$ cat config.mk
export PLATFORM = sky130hd
export DESIGN_NAME = stack_drain_reader
export DESIGN_NICKNAME = d
export VERILOG_FILES = /design/src/rtl/stack_pkg.sv /design/src/rtl/stack_drain_reader_stream_out_reg.sv /design/src/rtl/stack_drain_reader.sv
export SDC_FILE = /design/constraint.sdc
export NUM_CORES = 1
export LEC_CHECK = 0
export CAP_MARGIN = 10
export CORE_AREA = 4 4 58 60
export DETAILED_ROUTE_END_ITERATION = 10
export DIE_AREA = 0 0 62 64
export PLACE_DENSITY = 0.76
export SYNTH_ARGS = -nofsm -noshare
export SYNTH_HDL_FRONTEND = slang
export SYNTH_SLANG_ARGS = --single-unit
$ cat constraint.sdc
create_clock -name clk -period 2.5 [get_ports clk]
set_input_delay 0.75 -clock clk [delete_from_list [all_inputs] [get_ports clk]]
set_output_delay 0.75 -clock clk [all_outputs]
set_load 0.005 [all_outputs]
$ cat src/rtl/stack_pkg.sv
// Shared definitions for the stack unit and its drain reader: op codes, data width
// and the reader FSM state encoding.
package stack_pkg;

  localparam int unsigned WIDTH = 8;

  // Stack unit op codes
  localparam logic [2:0] OP_NOP  = 3'b000;
  localparam logic [2:0] OP_POP  = 3'b001;
  localparam logic [2:0] OP_PUSH = 3'b101;

  // Drain reader FSM states
  localparam logic [2:0] S_IDLE   = 3'd0;
  localparam logic [2:0] S_CHECK  = 3'd1;
  localparam logic [2:0] S_SEND   = 3'd2;
  localparam logic [2:0] S_POP    = 3'd3;
  localparam logic [2:0] S_SETTLE = 3'd4;
  localparam logic [2:0] S_DONE   = 3'd5;

endpackage

$ cat src/rtl/stack_drain_reader_stream_out_reg.sv
// Single-entry valid/ready holding register. A load captures new data and raises
// valid; valid drops on transfer. Data never changes while valid is held stalled.
module stream_out_reg #(
  parameter int unsigned WIDTH = 8
) (
  input  logic             clk,
  input  logic             rst,
  input  logic             load,
  input  logic [WIDTH-1:0] load_data,
  input  logic             out_ready,
  output logic [WIDTH-1:0] out_data,
  output logic             out_valid
);

  // Capture on load, release valid on a completed transfer
  always_ff @(posedge clk or negedge rst) begin
    if (!rst) begin
      out_data  <= '0;
      out_valid <= 1'b0;
    end else if (load) begin
      out_data  <= load_data;
      out_valid <= 1'b1;
    end else if (out_valid && out_ready) begin
      out_valid <= 1'b0;
    end
  end

endmodule

$ cat src/rtl/stack_drain_reader.sv
// Read-side initiator that empties a stack unit: samples the top of stack, forwards it
// on a valid/ready stream, and only then pops it. Stops at empty or after `count` items
// (count == 0 drains until empty).
module stack_drain_reader #(
  parameter int unsigned WIDTH = stack_pkg::WIDTH,
  parameter int unsigned CNT_W = 5
) (
  input  logic             clk,
  input  logic             rst,
  input  logic             start,
  input  logic [CNT_W-1:0] count,
  output logic             busy,
  output logic             done,
  output logic             err,
  output logic [WIDTH-1:0] out_data,
  output logic             out_valid,
  input  logic             out_ready,
  input  logic [WIDTH-1:0] dev_tail,
  input  logic             dev_empty,
  input  logic             dev_valid,
  output logic [WIDTH-1:0] dev_in,
  output logic [2:0]       dev_op,
  output logic             dev_apply
);

  import stack_pkg::*;

  localparam logic [CNT_W-1:0] CntOne = CNT_W'(1);

  logic [2:0]       state_q, state_d;
  logic [CNT_W-1:0] remaining_q, remaining_d;
  logic             unlimited_q, unlimited_d;
  logic             err_q, err_d;
  logic             busy_q, busy_d;
  logic             done_q, done_d;
  logic             apply_q, apply_d;
  logic [2:0]       op_q, op_d;
  logic             load;

  // The reader never pushes
  assign dev_in    = '0;
  assign busy      = busy_q;
  assign done      = done_q;
  assign err       = err_q;
  assign dev_op    = op_q;
  assign dev_apply = apply_q;

  stream_out_reg #(
    .WIDTH (WIDTH)
  ) u_stream_out_reg (
    .clk       (clk),
    .rst       (rst),
    .load      (load),
    .load_data (dev_tail),
    .out_ready (out_ready),
    .out_data  (out_data),
    .out_valid (out_valid)
  );

  // Next-state logic; registered outputs are set on entry to the state that shows them
  always_comb begin
    state_d     = state_q;
    remaining_d = remaining_q;
    unlimited_d = unlimited_q;
    err_d       = err_q;
    busy_d      = busy_q;
    done_d      = 1'b0;
    apply_d     = 1'b0;
    op_d        = OP_NOP;
    load        = 1'b0;
    unique case (state_q)
      S_IDLE: begin
        if (start) begin
          remaining_d = count;
          unlimited_d = (count == '0);
          err_d       = 1'b0;
          busy_d      = 1'b1;
          state_d     = S_CHECK;
        end
      end
      S_CHECK: begin
        if (dev_empty || (!unlimited_q && remaining_q == '0)) begin
          done_d  = 1'b1;
          state_d = S_DONE;
        end else begin
          load    = 1'b1;
          state_d = S_SEND;
        end
      end
      S_SEND: begin
        // Pop only after the value has been delivered, so a stall never loses data
        if (out_valid && out_ready) begin
          if (!unlimited_q && remaining_q != '0) begin
            remaining_d = remaining_q - CntOne;
          end
          apply_d = 1'b1;
          op_d    = OP_POP;
          state_d = S_POP;
        end
      end
      S_POP: begin
        state_d = S_SETTLE;
      end
      S_SETTLE: begin
        if (!dev_valid) begin
          err_d   = 1'b1;
          done_d  = 1'b1;
          state_d = S_DONE;
        end else begin
          state_d = S_CHECK;
        end
      end
      S_DONE: begin
        busy_d  = 1'b0;
        state_d = S_IDLE;
      end
      default: begin
        state_d = S_IDLE;
      end
    endcase
  end

  // State and output registers
  always_ff @(posedge clk or negedge rst) begin
    if (!rst) begin
      state_q     <= S_IDLE;
      remaining_q <= '0;
      unlimited_q <= 1'b0;
      err_q       <= 1'b0;
      busy_q      <= 1'b0;
      done_q      <= 1'b0;
      apply_q     <= 1'b0;
      op_q        <= OP_NOP;
    end else begin
      state_q     <= state_d;
      remaining_q <= remaining_d;
      unlimited_q <= unlimited_d;
      err_q       <= err_d;
      busy_q      <= busy_d;
      done_q      <= done_d;
      apply_q     <= apply_d;
      op_q        <= op_d;
    end
  end

endmodule

==> flow_metrics.py, run 1 <==
metrics = {
    "placed_design": {
        "dp_hpwl_um": 1940,
        "gp_congestion": 0.807,
        "port_buffers": 32,
    },
    "global_routing": {
        "grt_util_all_layers_pct": 13.6,
        "grt_max_degree": 23,
        "grt_pass1_wl_um": 4060,
        "antenna_found_initial": 0,
        "grt-ovfl-total": 0,
        "grt_pass1_vias": 920,
    },
    "timing": {
        "period_needed_ns": 2.11,
        "grt_setup_unrepaired": "no",
        "hold_violations": 0,
        "period_share_pct": 84.3,
        "drv_slew": 0,
        "skew_ns": 0.0106,
        "fmax_mhz": 475,
        "tns_ns": 0,
        "setup_viol": 0,
    },
    "yosys": {
        "avgSynthCellArea_um2": 10.4,
        "seq_area_frac_synth_pct": 45.8,
        "synth_commonest_cells": "dfrtp_1, buf_4, nand2_1, nor2_1, mux2_4",
        "yosysWarnings": 0,
        "synth_edf_count": 0,
        "netlist_instances": 115,
        "netlist_top_cells_area": "dfrtp_1, mux2_4, buf_4, nand2_1, nor2_1",
        "yosysMostFrequentCell": "dfrtp_1",
        "synth_seq_cells": 22,
        "ys.flop_type": "dfrtp_1",
        "syn_area_mm2": 0.00120,
        "synth_top_cell_by_area": "dfrtp_1",
        "async_flop_share_pct": 100,
        "synth_top_area_share_pct": 45.8,
        "synth_cell_types": 35,
    },
    "run": {
        "maxCapViolations": 0,
    },
    "detailed_routing": {
        "routed_wirelength_um": 2570,
        "detail_route.wl_per_cell_um": 14.2,
        "via_per_inst": 5.18,
        "dr.first_iter.drc_count": 32,
        "vias": 937,
        "dr.pass1.iters": 5,
        "ant_nets": 0,
        "drc": 0,
    },
    "die": {
        "core_area_mm2": 0.00293,
        "rows": 20,
        "die_area_mm2": 0.00397,
        "initial_core_util_pct": 41.0,
        "die_w_um": 62,
        "pin_count": 43,
        "die_h_um": 64,
    },
    "power": {
        "p_leak_nw": 0.692,
        "power_density_mw_per_mm2": 1140,
        "ir_worst_vdd_uv": 523,
    },
    "clocking": {
        "htreeDepth": 1,
        "numCtsBuffers": 3,
        "cts_tree": "done",
        "cts_root_buffer": "clkbuf_4",
        "cts_buffer_depth": 2,
        "clock_sinks": 22,
        "insertion_delay_ns": 0.32,
        "clkTransAtPathRegs_ns": 0.13,
        "cts_resized": 0,
        "cts_setup_buffers": 0,
        "holdBufCountCts": 0,
    },
    "worst_setup_path": {
        "cp-end-kind": "register",
        "worstPathArrival_ns": 2.31,
        "crit_required_ns": 2.71,
        "crit_buf_inv": 2,
        "path_cells": "inv_1 > ha_1 > nor4b_2 > nor2b_4 > or4_1 > buf_4 > mux2_4",
        "start_kind": "register",
        "cp_top_family": "simple AND/OR/NAND/NOR gates",
        "path_class": "reg -> reg",
        "slowest_delay_ns": 0.46,
        "crit_slowest_cell": "dfrtp_1",
        "crit_path_max_fanout": 10,
    },
    "finish": {
        "syn_to_final_growth_pct": 30.0,
        "num-nets-final": 170,
        "diodes": 0,
        "drive_above_1_share_pct": 10.8,
        "fin_util_pct": 53.3,
    },
    "outcome": {
        "status": "finished clean",
    },
    "min_path": {
        "hp-class": "reg -> reg",
    },
}
report_power, final:
| part | internal, mW | switching (mW) |
|---|---|---|
| registers | 0.521 | 0.191 |
| logic | 0.478 | 0.310 |
| clock network | 0.162 | 0.114 |
layout make-up:
type | count | area (µm²)
multi-input cells | 83 | 563
flip-flops and latches | 22 | 551
repair buffers | 34 | 335
clock buffers | 3 | 22.5
clock inverters | 1 | 30.0
well taps | 33 | 41.3
fillers | 266 | 1370
inverters | 5 | 18.8
kinds of logic (layout without fill, tap and decap cells):
logic type | Yosys count | in the layout | synth area share (%)
buf+inv | 19 | 43 | 10.1
simple gates | 38 | 38 | 17.2
flops | 22 | 22 | 45.8
other cells | 1 | 10 | 0.312
mux | 11 | 11 | 12.5
fa+ha+maj | 2 | 2 | 2.08
xor+xnor | 1 | 1 | 0.729
compound gates | 21 | 21 | 11.3
cell usage in the layout (no fill, tap or decap), types with 3 or more instances in the layout:
cell             netlist  routed
o21ai_1                3       3
a21oi_1                4       4
nor2_1                10      10
nor3_1                 4       4
nand2_1               10      10
inv_1                  5       5
nand2b_1               3       3
o22ai_1                4       4
dfrtp_1               22      22
clkbuf_4               0       3
conb_1                 1      10
clkdlybuf4s50_1        0      32
mux2_4                 8       8
mux2i_1                3       3
per-stage QoR:
stage               cells  area (µm²)  setup WS, ns  total power [mW]  hold slack, ns
finish                181        1560         0.393              1.78           0.523
global route          181        1560         0.256              1.90           0.536
CTS                   181        1560         0.411              1.79           0.530
detailed placement    177        1510         0.140              1.51           0.502
global placement      177        1510         0.174              1.46           0.496
floorplan             124        1230         0.574              1.18           0.454
final timing paths:
check	start	end	slack, ns	cells after the start
hold / removal	u_stream_out_reg.out_data[2]	u_stream_out_reg.out_data[2]	0.52	1
setup reg to reg	remaining_q[0]	u_stream_out_reg.out_data[7]	0.39	7
max in group asynchronous	rst	state_q[1]	1.49	2
setup / recovery	remaining_q[0]	u_stream_out_reg.out_data[7]	0.39	7
hold reg to reg	u_stream_out_reg.out_data[2]	u_stream_out_reg.out_data[2]	0.52	1
min in group asynchronous	rst	u_stream_out_reg.out_data[3]	0.78	2
registers in the layout (all words and copies together), names as in the netlist:
name,count
dev_op,1
state_q,3
u_stream_out_reg.out_valid,1
done,1
busy,1
unlimited_q,1
err,1
remaining_q,5
u_stream_out_reg.out_data,8
routing by layer:
| layer | up-vias | global-route usage (%) | wire length [µm] |
|---|---|---|---|
| li1 | 453 | - | - |
| met1 | 433 | 16.9 | 1110 |
| met2 | 47 | 21.2 | 1160 |
| met3 | 4 | 2.83 | 238 |
| met4 | 0 | 7.69 | 61 |
| met5 | - | 0 | 0 |
No activity file was read; power rests on OpenSTA's default activity.
==> run 2, diff against run 1 <==
CORE_AREA = 4 4 60 62   (was 4 4 58 60)
DIE_AREA = 0 0 64 66   (was 0 0 62 64)
PLACE_DENSITY = 0.74   (was 0.76)
clock period = 1.9 ns   (was 2.5 ns; I/O delays follow)
==> flow_metrics.py, run 2 (synthesized netlist as in run 1, its figures left out) <==
metrics = {
    "outcome": {
        "status": "finished clean",
    },
    "global_routing": {
        "grt_pass1_vias": 897,
        "grt-ovfl-total": 0,
        "grt_max_degree": 23,
        "grt_pass1_wl_um": 4380,
        "grt_util_all_layers_pct": 13.3,
        "antenna_found_initial": 0,
    },
    "worst_setup_path": {
        "slowest_delay_ns": 0.44,
        "cp-end-kind": "register",
        "path_class": "reg -> reg",
        "worstPathArrival_ns": 2.07,
        "start_kind": "register",
        "crit_path_max_fanout": 5,
        "path_cells": "inv_2 > ha_4 > nor4b_4 > nor2b_4 > or4_4 > buf_6 > mux2_4",
        "crit_slowest_cell": "or4_4",
        "crit_required_ns": 2.10,
    },
    "power": {
        "pwr-share-clk_pct": 14.0,
        "p_leak_nw": 0.756,
        "power_density_mw_per_mm2": 1490,
        "combPwrFrac_pct": 51.7,
        "sw_frac_of_total_pct": 34.1,
        "p_int_mw": 1.67,
        "total_power_mw": 2.53,
        "ir_worst_vdd_uv": 522,
        "seq_power_share_pct": 34.2,
        "p_sw_uw": 862,
    },
    "detailed_routing": {
        "vias": 950,
        "ant_nets": 0,
        "detail_route.wl_per_cell_um": 13.5,
        "dr.pass1.iters": 4,
        "drc": 0,
        "dr.first_iter.drc_count": 30,
        "via_per_inst": 4.66,
        "routed_wirelength_um": 2750,
    },
    "timing": {
        "period_share_pct": 98.0,
        "setup_viol": 0,
        "grt_setup_unrepaired": "yes",
        "setup_ws_ns": 0.0389,
        "fmax_mhz": 537,
        "skew_ns": 0.00323,
        "drv_slew": 0,
        "hold_violations": 0,
        "period_needed_ns": 1.86,
        "whs_ns": 0.535,
    },
    "finish": {
        "final_common_cell": "clkdlybuf4s50_1",
        "num-nets-final": 182,
        "final_cell_mix": "clkdlybuf4s50_1, dfrtp_1, buf_4",
        "largest_register_ffs": 8,
        "top_register": "u_stream_out_reg.out_data",
        "diodes": 0,
        "top_regs": "u_stream_out_reg.out_data (8), remaining_q (5), state_q (3)",
        "syn_to_final_growth_pct": 41.4,
        "stdcell_area_mm2": 0.00170,
        "fin_util_pct": 56.1,
        "drive_above_1_share_pct": 20.0,
    },
    "placed_design": {
        "post-place-ws_ns": -0.256,
        "gp_congestion": 0.901,
        "dpl_cell_area_mm2": 0.00162,
        "dp_hpwl_um": 2100,
        "port_buffers": 32,
    },
    "clocking": {
        "cts_setup_buffers": 0,
        "numCtsBuffers": 3,
        "cts_root_buffer": "clkbuf_4",
        "clkTransAtPathRegs_ns": 0.12,
        "cts_tree": "done",
        "cts_buffer_depth": 2,
        "htreeDepth": 1,
        "insertion_delay_ns": 0.30,
        "clock_sinks": 22,
    },
    "run": {
        "maxCapViolations": 0,
    },
    "die": {
        "die_h_um": 66,
        "pin_count": 43,
        "rows": 20,
        "initial_core_util_pct": 39.7,
        "core_area_mm2": 0.00303,
        "die_area_mm2": 0.00422,
        "die_w_um": 64,
    },
    "min_path": {
        "hp-class": "reg -> reg",
    },
}
[run 2: path summary, 6_finish.rpt]
path | from | end | slack [ns] | cells past startpoint
max in group asynchronous | rst | remaining_q[2] | 1.08 | 2
worst min-delay path | u_stream_out_reg.out_data[4] | u_stream_out_reg.out_data[4] | 0.54 | 1
worst max register to register | remaining_q[1] | u_stream_out_reg.out_data[2] | 0.04 | 7
worst min register to register | u_stream_out_reg.out_data[4] | u_stream_out_reg.out_data[4] | 0.54 | 1
worst max-delay path | remaining_q[1] | u_stream_out_reg.out_data[2] | 0.04 | 7
min in group asynchronous | rst | u_stream_out_reg.out_data[7] | 0.60 | 2
[run 2: metal layers]
layer / GRT usage (%) / vias to the layer above / routed length, µm
met2: 21.9 / 23 / 1370
li1: - / 475 / -
met5: 0 / - / 0
met1: 17.0 / 448 / 1210
met4: 4.85 / 0 / 44
met3: 2.72 / 4 / 120
[run 2: final cells by class]
class / instances / area (µm²)
sequential: 22 / 551
fill: 275 / 1330
tap: 44 / 55.1
multi-input combinational: 83 / 588
clock inverter: 1 / 30.0
timing repair buffer: 46 / 433
inverter: 5 / 18.8
clock buffer: 3 / 22.5
[run 2: power by group through the flow]
stage	Clock (mW)	Sequential, mW	Combinational (mW)
6_report	0.355	0.867	1.31
2_1_floorplan	0	0.876	0.695
3_3_place_gp	0	0.865	1.23
4_1_cts	0.365	0.862	1.27
5_1_grt	0.379	0.899	1.45
3_5_place_dp	0	0.867	1.27
[run 2: timing repair]
action                                  4_1_cts  5_1_grt
hold buffers                                  0        0
endpoints found under the setup margin        0        8
gates resized for setup                       0        8
[run 2: stage by stage]
stage | TNS, ns | std cells
6_report | 0 | 204
5_1_grt | -0.0622 | 204
4_1_cts | 0 | 203
3_5_place_dp | -2.07 | 199
3_3_place_gp | -1.88 | 199
2_1_floorplan | 0 | 124
[run 2: critical path, delay by kind of cell, from the launching register on]
| family | cells | cell delay (ns) |
|---|---|---|
| buffers and inverters | 2 | 0.22 |
| and+or+nand+nor | 3 | 0.70 |
| DFF | 1 | 0.39 |
| adders and majority gates | 1 | 0.16 |
| muxes | 1 | 0.29 |
